$ cat config.mk
export PLATFORM = sky130hd
export DESIGN_NAME = key_press_classifier
export DESIGN_NICKNAME = d
export VERILOG_FILES = /design/src/rtl/key_evt_pkg.sv /design/src/rtl/key_press_classifier.sv
export SDC_FILE = /design/constraint.sdc
export NUM_CORES = 1
export LEC_CHECK = 0
export ABC_AREA = 1
export CORE_MARGIN = 5
export CORE_UTILIZATION = 35
export CTS_BUF_LIST = sky130_fd_sc_hd__clkbuf_4 sky130_fd_sc_hd__clkbuf_8
export CTS_CLUSTER_SIZE = 30
export DETAILED_ROUTE_END_ITERATION = 8
export GPL_TIMING_DRIVEN = 1
export SLEW_MARGIN = 10
export SYNTH_ARGS = -nofsm -noshare
export SYNTH_HDL_FRONTEND = slang
export SYNTH_SLANG_ARGS = --single-unit
export TNS_END_PERCENT = 10
$ cat constraint.sdc
create_clock -name clk -period 2.35 [get_ports clk]
set_clock_uncertainty 0.05 [all_clocks]
set_input_delay 0.235 -clock clk [delete_from_list [all_inputs] [get_ports clk]]
set_output_delay 0.235 -clock clk [all_outputs]
set_load 0.1 [all_outputs]
$ cat src/rtl/key_evt_pkg.sv
//==============================================================================
// Module   : key_evt_pkg
// Brief    : Event codes and FSM state encoding for the key press classifier.
// Revision : 1.0
//==============================================================================
`default_nettype none

package key_evt_pkg;

    localparam logic [1:0] EVT_NONE   = 2'b00;
    localparam logic [1:0] EVT_SHORT  = 2'b01;
    localparam logic [1:0] EVT_LONG   = 2'b10;
    localparam logic [1:0] EVT_DOUBLE = 2'b11;

    typedef enum logic [2:0] {
        S_IDLE      = 3'd0,
        S_PRESS1    = 3'd1,
        S_WAIT2     = 3'd2,
        S_PRESS2    = 3'd3,
        S_LONG_HOLD = 3'd4
    } key_state_t;

endpackage : key_evt_pkg

`default_nettype wire

$ cat src/rtl/key_press_classifier.sv
//==============================================================================
// Module   : key_press_classifier
// Brief    : Classifies debounced key edges into short/long/double gestures,
//            with a hold level and auto-repeat strobe during long hold.
// Revision : 1.0
//==============================================================================
`default_nettype none

module key_press_classifier
    import key_evt_pkg::*;
#(
    parameter int LONG_CNT    = 50_000_000,
    parameter int DBL_GAP_CNT = 15_000_000,
    parameter int REPEAT_CNT  = 10_000_000,
    parameter int CNT_W       = 26
) (
    input  logic       clk,
    input  logic       rst,
    input  logic       key_flag,
    input  logic       key_state,
    output logic       event_valid,
    output logic [1:0] event_code,
    output logic       hold_active,
    output logic       repeat_pulse
);

    localparam logic [CNT_W-1:0] C_LONG_LAST   = CNT_W'(LONG_CNT - 1);
    localparam logic [CNT_W-1:0] C_GAP_LAST    = CNT_W'(DBL_GAP_CNT - 1);
    localparam logic [CNT_W-1:0] C_REPEAT_LAST = CNT_W'(REPEAT_CNT - 1);

    key_state_t       r_state;
    key_state_t       w_state_nxt;
    logic [CNT_W-1:0] r_timer;
    logic [CNT_W-1:0] w_timer_nxt;
    logic             w_press_ev;
    logic             w_rel_ev;
    logic             w_event_valid_nxt;
    logic [1:0]       w_event_code_nxt;
    logic             w_repeat_nxt;
    logic             w_hold_nxt;

    assign w_press_ev = key_flag & ~key_state;
    assign w_rel_ev   = key_flag &  key_state;

    // Every state change clears the timer; staying put increments it.
    always_comb begin
        w_state_nxt       = r_state;
        w_timer_nxt       = r_timer + CNT_W'(1);
        w_event_valid_nxt = 1'b0;
        w_event_code_nxt  = EVT_NONE;
        w_repeat_nxt      = 1'b0;

        case (r_state)
            S_IDLE: begin
                w_timer_nxt = '0;
                if (w_press_ev) begin
                    w_state_nxt = S_PRESS1;
                end
            end
            S_PRESS1: begin
                if (w_rel_ev) begin
                    w_state_nxt = S_WAIT2;
                    w_timer_nxt = '0;
                end else if (r_timer == C_LONG_LAST) begin
                    w_state_nxt       = S_LONG_HOLD;
                    w_timer_nxt       = '0;
                    w_event_valid_nxt = 1'b1;
                    w_event_code_nxt  = EVT_LONG;
                end
            end
            S_WAIT2: begin
                if (w_press_ev) begin
                    w_state_nxt = S_PRESS2;
                    w_timer_nxt = '0;
                end else if (r_timer == C_GAP_LAST) begin
                    w_state_nxt       = S_IDLE;
                    w_timer_nxt       = '0;
                    w_event_valid_nxt = 1'b1;
                    w_event_code_nxt  = EVT_SHORT;
                end
            end
            S_PRESS2: begin
                if (w_rel_ev) begin
                    w_state_nxt       = S_IDLE;
                    w_timer_nxt       = '0;
                    w_event_valid_nxt = 1'b1;
                    w_event_code_nxt  = EVT_DOUBLE;
                end else if (r_timer == C_LONG_LAST) begin
                    w_state_nxt       = S_LONG_HOLD;
                    w_timer_nxt       = '0;
                    w_event_valid_nxt = 1'b1;
                    w_event_code_nxt  = EVT_LONG;
                end
            end
            S_LONG_HOLD: begin
                // A release in the wrap cycle ends the hold without a repeat.
                if (w_rel_ev) begin
                    w_state_nxt = S_IDLE;
                    w_timer_nxt = '0;
                end else if (r_timer == C_REPEAT_LAST) begin
                    w_timer_nxt  = '0;
                    w_repeat_nxt = 1'b1;
                end
            end
            default: begin
                w_state_nxt = S_IDLE;
                w_timer_nxt = '0;
            end
        endcase
    end

    assign w_hold_nxt = (w_state_nxt == S_LONG_HOLD);

    always_ff @(posedge clk or posedge rst) begin
        if (rst) begin
            r_state      <= S_IDLE;
            r_timer      <= '0;
            event_valid  <= 1'b0;
            event_code   <= EVT_NONE;
            hold_active  <= 1'b0;
            repeat_pulse <= 1'b0;
        end else begin
            r_state      <= w_state_nxt;
            r_timer      <= w_timer_nxt;
            event_valid  <= w_event_valid_nxt;
            event_code   <= w_event_code_nxt;
            hold_active  <= w_hold_nxt;
            repeat_pulse <= w_repeat_nxt;
        end
    end

endmodule : key_press_classifier

`default_nettype wire

After elaboration in Yosys (flattened, before gate mapping):

Index checks and enable logic that the tools add are counted.

* bitwise operators: 3
* $add $sub $neg: 1
* equal/unequal tests: 8
* reduce and logical (&&, ||, !) cells: 2
* mux-type cells: 30

Operator list (count)
* $mux 26: 6
* $pmux 26 s3: 1
* $eq 26x24->1 const B: 2
* $add 26x1->26 const B: 1
* $eq 26x26->1 const B: 1
* $mux 3: 7
* $pmux 3 s5: 1
* $mux 1: 10
* $eq 3x2->1 const B: 2
* $eq 3x3->1 const B: 2
* $mux 2: 3
* $pmux 2 s3: 1
* $eq 3x1->1 const B: 1
* $logic_not 3->1: 1
* $pmux 1 s3: 1
* $and 1x1->1: 2
* $reduce_or 2->1: 1
* $not 1->1: 1

* register bits after elaboration: 34
* logic and storage cells: 50
* input port bits: 4
* output and inout port bits: 5

Longest topological paths before layout:

Gate-level depths: netlist of run 1.

* word-level depth: 5
* gate-level depth with buffers: 11
* mapped depth without buffers: 11

Worst setup path before layout of run 1:

Ideal clock, no wire load.

* path kind: flip-flop to flip-flop
* start: reg r_timer[0]
* end: reg r_timer[15]
* stages on the path, launching flop included: 12
* data required time: 2.187 ns
* slack: 0.663 ns
* clock period less this slack: 1.687 ns
* buffers on the path: 1
* setup time: 0.113 ns
* arrival: 1.524 ns
* cell sequence: dfrtp_1 > ha_1 > nand2_2 > nor2_4 > nand2_2 > nor2_2 > nand2_1 > nand3_2 > nand3_2 > buf_6 > nand2_1 > inv_1

* longest elaborated chain between the ends: 4
* elaborated cells between the ends (all ways): 11
* classes of those cells: add/sub (1); eq/ne (3); mux (7)

Ends and longest elaborated chain
* start, declared: RTL line key_press_classifier.sv:33 `logic [CNT_W-1:0] r_timer;`
* start signal, assigned: RTL line key_press_classifier.sv:124 `r_timer <= w_timer_nxt;`
* $add 26x1->26 (tied with other cells): RTL line key_press_classifier.sv:48 `w_timer_nxt = r_timer + CNT_W'(1);`
* $mux 26 (on tied branches)
* $mux 26 (on tied branches): RTL line key_press_classifier.sv:97, key_press_classifier.sv:61, key_press_classifier.sv:72
* $pmux 26 s3 (*): RTL line key_press_classifier.sv:53 `case (r_state)`
* named net w_timer_nxt[15]: RTL line key_press_classifier.sv:34 `logic [CNT_W-1:0] w_timer_nxt;`

Mark *: on every way through the listed nets, which the timed path passes. The rest lies on a longest branch.

Worst setup path after layout of run 1:

* start: reg r_timer[1]
* end: reg r_timer[13]

Same word-level chain as after synthesis.

==> impl_metrics.tcl, run 1 <==
set metrics [dict create \
    outcome "finished clean" \
    drive_gt1_share_pct 8.046 \
    cpPeakStageDelay_ns 0.37 \
    drt-total-wl_um 7175 \
    endpoint_kind "flip-flop" \
    grt_pass1_vias 2531 \
    die_x_um 96.23 \
    synth_area_per_cell_sq_um 6.182 \
    ys.flop_type "dfrtp_1" \
    cp_data_arrival_time_ns 2.02 \
    drtIter0Drc 167 \
    seq_area_frac_synth_pct 32.69 \
    numCtsBuffers 5 \
    ys_async_sr_fraction_pct 100.0 \
    finalSetupTns_ns 0 \
    gp_congestion 0.9566 \
    drc 0 \
    worstPathCellList "ha_1 -> nand2_2 -> nor2_4 -> nand2_2 -> nor2_2 -> nand2_1 -> nand3_2 -> nand3_2 -> nand2_1 -> inv_1" \
    finish.utilization_pct 40.14 \
    max_freq_ghz 0.5308 \
    design.die.area_sq_um 9260 \
    grt_max_degree 35 \
    critPathTopFamily "simple AND/OR/NAND/NOR gates" \
    finalInstanceArea_sq_um 2912 \
    finalHoldViolCount 0 \
    grt_overflow 0 \
    worstSetupPathType "flip-flop to flip-flop" \
    gr-usage-all-layers_pct 16.73 \
    syn-num-nets 426 \
    startpoint_type "flip-flop" \
    ys_warn_count 0 \
    stdcell_count 534 \
    p_leak_nw 1.447 \
    die_h_um 96.23 \
    area_growth_pct 11.87 \
    power_mw 1.543 \
    hold_buffers 0 \
    hold_class "input port to asynchronous set/reset pin" \
    cts.reportedPaths.clkPinSlew_ns 0.08 \
    ys_seq_elements 34 \
    htreeDepth 2 \
    nets 439 \
    vdd.ir_drop.worst_v 0.0003771 \
    cts_resized 0 \
    synthTopCellsByCount "nand2_1 (116), inv_1 (68), nor2_1 (68)" \
    setup_viol_count_final 0 \
    r2r_start "r_timer[1]" \
    cts_root_buf "clkbuf_8" \
    syn_inst 421 \
    min_period_over_period_pct 80.17 \
    setup_slack_ns 0.4660 \
    synth_area_sq_um 2602 \
    boundaryPins 9 \
    dp.final_hpwl_um 5441 \
    finalMaxSlewViolations 0 \
    dp.cells 526 \
    vias 2685 \
    place_area_sq_um 2798 \
    vias_per_cell 5.028 \
    wl_per_cell_um 13.44 \
    initial_utilization_pct 35.88 \
    yosysUniqueCellTypes 25 \
    fin_crit_ns 1.884 \
    synth_edf_count 0 \
    antenna_cells 0 \
    relSlewSlack_pct 67.89 \
    critPathBufInv 1 \
    pre_cts_ws_ns 0.3811 \
    yosysTopAreaCell "dfrtp_1" \
    core_sq_um 7253 \
    critPathSlowestCell "dfrtp_1" \
    grt_setup_unrepaired "no" \
    cts_buffer_depth 2 \
    maxCapViolations 0 \
    insertion_delay_ns 0.29 \
    netlist.area_leader.share_pct 32.69 \
    grt_antenna_before_repair 0 \
    p_per_area_nw_per_um2 530.1 \
    cts_tree "done" \
    firstDrtPassIters 4 \
    grt_pass1_wl_um 12130 \
    crit_fanout 12 \
    worst_hold_slack_ns 0.2871 \
    post-cts-setup-buffers 0 \
    tightest_slew_ns 0.4811 \
    rows 31 \
    yosys-top-cells-area "dfrtp_1 (33%), nand2_1 (17%), inv_1 (9.8%), nor2_1 (9.8%), nand4_1 (8.7%)" \
    io_buffer_count 8 \
    clock-sinks 34 \
    route.antenna.remaining_nets 0 \
    startpoint "r_timer[1]" \
    required_ns 2.48 \
    yosysMostFrequentCell "nand2_1" \
]
where the power goes:
part	switching [mW]	total (mW)	leakage (nW)	internal (mW)
Sequential	0.0277	0.646	0.468	0.619
Combinational	0.239	0.336	0.929	0.0968
Clock	0.245	0.561	0.0504	0.316
Total	0.512	1.54	1.45	1.03
area by class of cell:
cell class | instances | area [sq um]
fill | 808 | 4342
multi-input combinational | 310 | 1451
sequential | 34 | 850.8
inverter | 69 | 259.0
tap | 99 | 123.9
timing repair buffer | 14 | 112.6
clock buffer | 5 | 68.82
clock inverter | 3 | 45.04
layer usage:
layer / track usage, % / share of wire, %
met1: 22.97 / 49
met2: 26.74 / 45
met3: 2.815 / 4.2
met4: 5.095 / 1.7
met5: 0 / 0
path summary, 6_finish.rpt:
kind,to,slack [ns],cells after the start
min in group clk,r_state[2],0.56,2
worst min register to register,r_state[2],0.56,2
worst max register to register,r_timer[13],0.47,10
worst max-delay path,r_timer[13],0.47,10
worst min-delay path,r_state[0],0.29,3
max in group asynchronous,r_timer[23],1.64,3
cell usage in the layout (no fill, tap or decap):
cell and instances:
nor2_2 6, xnor2_1 1, nand2_1 116, ha_1 1, nor2_1 68, inv_1 68, o31ai_1 2, clkbuf_8 5
inv_2 1, nor4_1 1, buf_4 11, dfrtp_1 34, nand4_1 36, o21ai_1 1, nand3_1 42, clkdlybuf4s50_1 3
nand3b_1 1, o21ai_0 10, nor2_4 1, nor3_1 4, xor2_1 6, o211ai_1 3, bufinv_16 1, clkinvlp_4 2
nand2_2 5, a21oi_1 3, nand3_2 3
cells by family after synthesis:
group,after synthesis,synth area share (%)
XOR/XNOR,7,2.356
AND/OR/NAND/NOR,283,48.80
buffers and inverters,77,11.54
adder cells (fa/ha/maj),1,0.4807
AO/OA/AOI/OAI,19,4.134
flip-flops,34,32.69
worst register-to-register path, delay by kind of cell (launching register included):
family | cells | cell delay (ns)
fa+ha+maj | 1 | 0.27
buf+inv | 1 | 0.06
flops | 1 | 0.37
simple gates | 8 | 1.04
flip-flops by register name, indices dropped and copies added (netlist names):
register / cells
hold_active: 1
event_code: 2
event_valid: 1
r_timer: 26
r_state: 3
repeat_pulse: 1
Power figures use the tool's default switching activity.
==> run 2: changes to the inputs <==
Clock period 2.35 ns to 1.6 ns, I/O delays scaled along.
==> run 2 against run 1 <==
The flow now finishes with violations (setup timing). First-iteration DRC count is 29% higher. Sequential share of layout area decreased by 6.4 points. Cell count grew 14%. Critical endpoint is now r_timer[20].
==> impl_metrics.tcl, run 2 (synthesis gave the netlist of run 1 again) <==
set metrics [dict create \
    outcome "finished, violations left" \
    violations "setup timing" \
    max_freq_ghz 0.5993 \
    vdd.ir_drop.worst_v 0.0004773 \
    gr-usage-all-layers_pct 19.80 \
    finalInstanceArea_sq_um 3745 \
    vias 3087 \
    startpoint_type "flip-flop" \
    cts_tree "done" \
    grt_pass1_wl_um 14190 \
    cts.reportedPaths.clkPinSlew_ns 0.08 \
    critPathTopFamily "simple AND/OR/NAND/NOR gates" \
    p_leak_nw 1.896 \
    setup_viol_count_final 13 \
    grt_setup_unrepaired "yes" \
    pre_cts_ws_ns -0.04512 \
    p_sw_mw 0.8392 \
    grt_overflow 0 \
    layout_commonest_cell "nand2_1" \
    reg2reg_to "r_timer[20]" \
    stdcell_count 608 \
    p_seq_share_pct 39.1 \
    finalHoldViolCount 0 \
    r2r_setup_slack_ns -0.07 \
    grt_antenna_before_repair 0 \
    initial_utilization_pct 35.88 \
    nets 513 \
    p_sw_share_pct 33.82 \
    finalMaxSlewViolations 0 \
    cpPeakStageDelay_ns 0.45 \
    worstPathCellList "inv_1 -> nor2_4 -> buf_4 -> nand4_1 -> o21ai_1 -> nand2_1 -> nand2_1 -> inv_1" \
    clkPwrFrac_pct 34.0 \
    setup_slack_ns -0.06867 \
    die_h_um 96.23 \
    seqCellArea_sq_um 855.8 \
    boundaryPins 9 \
    critPathSlowestCell "dfrtp_1" \
    required_ns 1.74 \
    drc 0 \
    crit_fanout 4 \
    fin_crit_ns 1.669 \
    core_sq_um 7253 \
    route.antenna.remaining_nets 0 \
    layout_common_cells "nand2_1 (104), buf_4 (77), inv_1 (62), nor2_1 (55), nand3_1 (39)" \
    p_comb_share_pct 26.9 \
    die_x_um 96.23 \
    num-fill-cells 735 \
    place_area_sq_um 3395 \
    drt-total-wl_um 8468 \
    hold_class "input port to asynchronous set/reset pin" \
    io_buffer_count 8 \
    top_register "r_timer" \
    rows 31 \
    p_per_area_nw_per_um2 662.6 \
    area_growth_pct 43.89 \
    multi_input_area_sq_um 1633 \
    relSlewSlack_pct 69.88 \
    firstDrtPassIters 5 \
    cts_buffer_depth 2 \
    grt_max_degree 35 \
    endpoint_kind "flip-flop" \
    drtIter0Drc 216 \
    largest_register_ff_count 26 \
    dp.cells 592 \
    wl_per_cell_um 13.93 \
    antenna_cells 0 \
    numCtsBuffers 5 \
    dp.final_hpwl_um 6239 \
    min_period_over_period_pct 104.3 \
    hold_buffers 0 \
    gp_congestion 0.9273 \
    clock-sinks 34 \
    insertion_delay_ns 0.30 \
    vias_per_cell 5.077 \
    tightest_slew_ns 0.4501 \
    rr_worst_depth 8 \
    grt_pass1_vias 2930 \
    p_int_mw 1.642 \
    drive_gt1_share_pct 30.26 \
    htreeDepth 2 \
    design.die.area_sq_um 9260 \
    r2r_start "r_timer[3]" \
    worstSetupPathType "flip-flop to flip-flop" \
    maxCapViolations 0 \
    critPathBufInv 3 \
    cp_data_arrival_time_ns 1.81 \
    cts_root_buf "clkbuf_8" \
    worst_hold_slack_ns 0.1547 \
    largest_registers "r_timer (26), r_state (3), event_code (2)" \
]
run 2: tightest hold or removal path, stage by stage:
cell	delay (ns)
clkdlybuf4s50_1	0.39
inv_1	0.09
buf_12	0.23
run 2: per-stage QoR:
| step | utilization [%] | total power, mW | setup TNS, ns |
|---|---|---|---|
| floorplan | - | 1.341 | 0 |
| global placement | 46.80 | 1.577 | -0.1990 |
| detailed placement | 46.80 | 1.589 | -0.4026 |
| CTS | 49.59 | 2.461 | -0.1151 |
| global route | 51.63 | 2.616 | -1.983 |
| finish | 51.63 | 2.481 | -0.3580 |
run 2: power groups by stage:
stage / clock network (mW) / registers, mW / logic (mW)
floorplan: 0 / 1.02 / 0.318
global placement: 0 / 0.976 / 0.600
detailed placement: 0 / 0.978 / 0.611
CTS: 0.868 / 0.960 / 0.633
global route: 0.905 / 0.980 / 0.731
finish: 0.844 / 0.970 / 0.667
run 2: layout make-up:
type,count,share of cell area (%)
flip-flops and latches,34,22.85
well taps,99,3.308
multi-input cells,310,43.60
inverters,69,6.916
clock inverters,3,1.203
repair buffers,88,20.28
clock buffers,5,1.838
run 2: layer usage:
metal	track usage, %	routed length [um]
met1	26.32	3790
met2	32.60	4091
met3	2.971	425
met4	6.754	161
met5	0	0
run 2: worst max-delay path by stage:
stage                     from          end  slack (ns)  cells past startpoint
floorplan           r_timer[0]  r_timer[15]        0.04                     11
global placement    r_timer[4]  r_timer[23]       -0.04                     10
detailed placement  r_timer[7]  r_timer[17]       -0.05                     10
CTS                 r_timer[1]  r_timer[23]       -0.03                     11
global route        r_timer[8]  r_timer[14]       -0.14                      9
finish              r_timer[3]  r_timer[20]       -0.07                      8
run 2: repair_timing:
| action | 4_1_cts | 5_1_grt |
|---|---|---|
| buffers inserted | 5 | 3 |
| gates resized for setup | 16 | 44 |
| pin swaps | 4 | 11 |
| endpoints found under the setup margin | 23 | 29 |
| gates cloned | 0 | 0 |
==> run 3: changes to the inputs <==
Settings changed: CELL_PAD_IN_SITES_DETAIL_PLACEMENT set to 1, CELL_PAD_IN_SITES_GLOBAL_PLACEMENT set to 2, CORE_UTILIZATION 35 to 31, PLACE_DENSITY_LB_ADDON set to 0.3.
==> run 3 against run 2 <==
Largest cell class unchanged. Final area up 1.5%. Wire length up 19%. First-iteration DRC count down 31%. The flow still finishes with violations (setup timing). Maximum frequency down 1.5%. Non-clock buffer count up 10. Register-to-register slack worse by 0.03 ns. Sequential power down 0.6%. Critical path type unchanged. Sequential share of layout area down 0.31 points. Setup slack worse by 0.025 ns.
==> impl_metrics.tcl, run 3 (synthesis gave the netlist of run 1 again) <==
set metrics [dict create \
    outcome "finished, violations left" \
    violations "setup timing" \
    p_comb_share_pct 28.7 \
    place_area_sq_um 3530 \
    top_register "r_timer" \
    finalMaxSlewViolations 0 \
    critPathTopFamily "simple AND/OR/NAND/NOR gates" \
    nets 523 \
    p_sw_mw 0.8707 \
    p_seq_share_pct 40.0 \
    required_ns 1.73 \
    num-fill-cells 1061 \
    htreeDepth 2 \
    design.die.area_sq_um 10330 \
    drt-total-wl_um 10060 \
    cp_data_arrival_time_ns 1.83 \
    grt_antenna_before_repair 0 \
    clock-sinks 34 \
    finalInstanceArea_sq_um 3802 \
    cts_tree "done" \
    layout_commonest_cell "nand2_1" \
    grt_util_met3_pct 2.342 \
    initial_utilization_pct 31.67 \
    largest_registers "r_timer (26), r_state (3), event_code (2)" \
    grt_pass1_vias 3376 \
    insertion_delay_ns 0.30 \
    p_per_area_nw_per_um2 633.2 \
    grtUsageMet1_pct 26.82 \
    grt_overflow 0 \
    vias_per_cell 5.021 \
    endpoint_kind "flip-flop" \
    vdd.ir_drop.worst_v 0.0005030 \
    worstPathCellList "ha_4 -> nand2_4 -> nor2_4 -> nand2_4 -> nor2_4 -> nand2_2 -> nand3_2 -> nand3_2 -> buf_12 -> nand2_2 -> inv_1" \
    p_leak_nw 1.922 \
    wl_per_cell_um 16.12 \
    fin_crit_ns 1.694 \
    min_period_over_period_pct 105.9 \
    io_buffer_count 8 \
    die_x_um 101.6 \
    grt_max_degree 35 \
    finalHoldViolCount 0 \
    cpPeakStageDelay_ns 0.39 \
    cts_root_buf "clkbuf_8" \
    die_h_um 101.6 \
    global_route.usage.met2_pct 37.22 \
    setup_slack_ns -0.09396 \
    numCtsBuffers 5 \
    layout_common_cells "nand2_1 (102), buf_4 (86), inv_1 (64), nor2_1 (55), nand3_1 (40)" \
    hold_class "input port to asynchronous set/reset pin" \
    route.antenna.remaining_nets 0 \
    boundaryPins 9 \
    p_int_mw 1.537 \
    gr-usage-all-layers_pct 20.79 \
    hold_buffers 0 \
    largest_register_ff_count 26 \
    gr-max-usage-layer "met2" \
    drc 0 \
    critPathBufInv 2 \
    setup_viol_count_final 18 \
    core_sq_um 8217 \
    vias 3133 \
    firstDrtPassIters 4 \
    crit_fanout 12 \
    drtIter0Drc 150 \
    antenna_cells 0 \
    tightest_slew_ns 0.3159 \
    relSlewSlack_pct 78.87 \
    critPathSlowestCell "dfrtp_1" \
    gp_congestion 0.8811 \
    grt_setup_unrepaired "yes" \
    cts.reportedPaths.clkPinSlew_ns 0.09 \
    p_sw_share_pct 36.17 \
    dp.final_hpwl_um 7905 \
    area_growth_pct 46.11 \
    power_mw 2.408 \
    cts_buffer_depth 2 \
    max_freq_ghz 0.5903 \
    startpoint_type "flip-flop" \
    drive_gt1_share_pct 31.41 \
    worstSetupPathType "flip-flop to flip-flop" \
    rows 33 \
    grt_pass1_wl_um 16580 \
    maxCapViolations 0 \
    clkPwrFrac_pct 31.3 \
]
run 3: timing repair:
action	in CTS	in global routing
endpoints found under the setup margin	28	34
resized for setup	22	33
pin swaps	2	9
setup buffers	0	1
gates cloned	0	0
run 3: final cells by class:
type	count	area [sq um]	share of cell area (%)
clock buffer	6	82.58	2.172
inverter	69	259.0	6.811
clock inverter	2	16.27	0.4278
tap	105	131.4	3.455
sequential	34	857.1	22.54
multi-input combinational	310	1618	42.55
timing repair buffer	98	838.3	22.05
run 3: per-layer routing:
layer / vias to the layer above / wire (um)
met5: - / 0
met1: 1542 / 4620
li1: 1545 / -
met3: 4 / 268
met4: 0 / 79
met2: 42 / 5089
run 3: power by group through the flow:
stage               logic, mW  registers (mW)  clock network [mW]
floorplan               0.318            1.02                   0
global placement        0.634           0.976                   0
detailed placement      0.663           0.978                   0
CTS                     0.675           0.963               0.755
global route            0.738           0.971               0.810
finish                  0.691           0.964               0.753
run 3: worst paths after layout:
path / slack [ns] / end / startpoint / depth (start not counted)
max: -0.09 / r_timer[23] / r_timer[1] / 11
max in group asynchronous: 1.13 / r_timer[9] / rst / 3
min: 0.16 / r_timer[25] / rst / 3
min in group clk: 0.60 / r_timer[18] / r_timer[18] / 4
max reg2reg: -0.09 / r_timer[23] / r_timer[1] / 11
min reg2reg: 0.60 / r_timer[18] / r_timer[18] / 4
run 3: tightest hold or removal path: stages:
cell             delay, ns
clkdlybuf4s50_1       0.40
inv_1                 0.09
buf_12                0.22
run 3: metrics by stage:
| step | instances | setup TNS (ns) | setup slack [ns] | hold WS, ns | util (%) |
|---|---|---|---|---|---|
| finish | 624 | -0.9201 | -0.09396 | 0.1557 | 46.28 |
| floorplan | 421 | 0 | 0.04014 | 0.2515 | - |
| global placement | 615 | -1.685 | -0.1335 | 0.4905 | 42.96 |
| detailed placement | 615 | -2.966 | -0.1672 | 0.4892 | 42.96 |
| global route | 624 | -3.691 | -0.2001 | 0.1927 | 46.28 |
| CTS | 623 | -2.230 | -0.1349 | 0.1720 | 45.13 |
==> RTL edit: new RTL, config.mk and constraints of run 2 <==
Set the parameter `LONG_CNT` to 33_554_432 (it was 50_000_000).
--- a/src/rtl/key_press_classifier.sv
+++ b/src/rtl/key_press_classifier.sv
@@ -9,7 +9,7 @@
 module key_press_classifier
     import key_evt_pkg::*;
 #(
-    parameter int LONG_CNT    = 50_000_000,
+    parameter int LONG_CNT    = 33_554_432,
     parameter int DBL_GAP_CNT = 15_000_000,
     parameter int REPEAT_CNT  = 10_000_000,
     parameter int CNT_W       = 26
Behaviour: no difference found for any inputs over 10 cycles, from zero or initial values and one cycle with rst high; that may be too few to reach the edited logic, so the function may still have changed.
==> RTL edit against run 2 <==
- the run still ends with negative setup slack left
- via count decreased by 9.8%
- total power decreased by 3.1%
- worst setup slack got worse by 22 ps
- area after synthesis decreased by 0.82%
- wire length decreased by 11%
- global-route usage decreased by 1.5 points
- sequential cell count unchanged
- design area decreased by 7.9%
- highest routed layer unchanged
==> RTL edit: results (changes against run 2) <==
[finish]
largest_reg_flops = 26  ; unchanged
antenna_cells = 0  ; unchanged
reg_top3 = r_timer (26), r_state (3), event_code (2)
drive_gt1_frac = 0.2337  ; -0.06887
nNetsFinal = 479  ; -6.6%

[setup_path]
cp_max_fo = 7  ; +3
worstPathArrival_ps = 1830  ; +20 ps
slowest_stage = dfrtp_1
critical-path-max-stage-delay_ps = 400  ; -50 ps

[clock_tree]
numCtsBuffers = 5  ; unchanged
cts_root_buf = clkbuf_8
clk_path_buf_depth = 2  ; unchanged
h-tree-depth = 2  ; unchanged
clkSlewWorstSetupHoldPaths_ps = 80  ; about the same
clk_latency_ps = 300  ; about the same

[placed_design]
place_congestion = 0.9757  ; +5.2%
placed_cell_area_sq_um = 3248  ; -4.3%
place_ws_ps = -135.4  ; -90.32 ps
place.port_buffers = 8  ; unchanged
dp_hpwl_microns = 5693  ; -8.8%

[logic_synthesis]
synth_flop_cell = dfrtp_1
yosys_warnings = 0  ; unchanged
synth-async-reset-ratio = 1.000  ; unchanged
synth_area_leaders = dfrtp_1 (33%), nand2_1 (15%), inv_1 (9.9%)
syn_nets = 411  ; -3.5%
ys_top_cells_by_count = nand2_1 (102), inv_1 (68), nor2_1 (68)
ys_types = 26  ; +4.0%
yosysSeqAreaShare = 0.3296  ; +0.002694

[worst_hold_path]
hp-class = in -> async

[timing]
setup_viol = 22  ; +9
relSlewSlack = 0.7023  ; +0.003478
slew_viol_final = 0  ; unchanged
tns_ps = -1269  ; -911.2 ps
setup_slack_ps = -90.42  ; -21.75 ps

[pwr]
power.ir.vdd_worst_mv = 0.4600  ; -3.6%
power.leakage_nw = 1.756  ; -7.4%

[global_route]
antenna_found_initial = 0  ; unchanged
grt_pass1_wl_microns = 13120  ; -7.5%
grt_use_total = 0.1833  ; -0.01473
grt_start_max_net_pins = 35  ; unchanged

[route]
dr_total_vias = 2786  ; -9.8%
dr.pass1.iters = 5  ; unchanged
wirelength_microns = 7532  ; -11%
drtIter0Drc = 287  ; +33%

[outcome]
status = finished with violations
violations = negative setup slack

## RTL edit: changes by cell type in the layout (fill, tap and decap cells not counted), moves of 3 or more
cell / delta
nand2_2: -3
buf_4: -17
nor2_4: -5
xor2_1: +8
nor2_2: -7
nand4_1: -5
nand3_1: -6
nand2_1: -7
nor2_1: +11
inv_2: -4
inv_1: +5
## RTL edit: final timing paths
check | to | startpoint | slack [ps] | depth (start not counted)
worst max-delay path | r_timer[9] | r_timer[0] | -90 | 10
worst min-delay path | hold_active | rst | 150 | 3
worst max register to register | r_timer[9] | r_timer[0] | -90 | 10
worst min register to register | r_state[0] | r_state[0] | 570 | 2
max in group asynchronous | r_timer[13] | rst | 1140 | 3
min in group clk | r_state[0] | r_state[0] | 570 | 2
## RTL edit: metrics by stage
step | cells | power (mW) | hold WS, ps
after floorplan | 406 | 1.400 | 251.6
after global placement | 563 | 1.626 | 481.6
after detailed placement | 563 | 1.632 | 487.6
after CTS | 572 | 2.385 | 157.7
after global routing | 574 | 2.542 | 184.9
final | 574 | 2.404 | 149.0
## RTL edit: where the power goes
group	switching (mW)	total (mW)	leakage, nW	internal [mW]
Clock	0.354	0.700	0.0472	0.346
Combinational	0.470	0.739	1.24	0.269
Sequential	0.0527	0.965	0.468	0.912
## RTL edit: final cells by class
type,instances,area (sq um)
Clock buffer,6,82.58
Fill cell,780,3765
Multi-Input combinational cell,292,1499
Tap cell,99,123.9
Sequential cell,34,853.3
Clock inverter,2,12.51
Timing Repair Buffer,70,611.8
Inverter,71,266.5
## RTL edit: critical path: cells and delay by family (launching register included)
kind | cells | cell delay [ps]
fa+ha+maj | 1 | 160
buf+inv | 1 | 40
flops | 1 | 400
simple gates | 8 | 930
## RTL edit: kinds of logic after synthesis
logic type | synth area share
simple gates | 0.4600
compound gates | 0.03781
buf+inv | 0.1236
fa+ha+maj | 0.004847
flops | 0.3296
xor+xnor | 0.04411
## RTL edit: layer usage
layer | vias to the layer above | part of all wire | global-route usage
met5 | - | 0 | 0
met4 | 0 | 0.011 | 0.04858
met3 | 8 | 0.041 | 0.03440
met2 | 62 | 0.49 | 0.3144
met1 | 1301 | 0.45 | 0.2357
li1 | 1415 | - | -
## RTL edit: timing repair
item / in CTS / in global routing
resized for setup: 7 / 18
hold buffers: 0 / 0
setup endpoints to repair: 26 / 32
setup buffers: 0 / 2
gates cloned: 1 / 0
pin swaps: 2 / 7
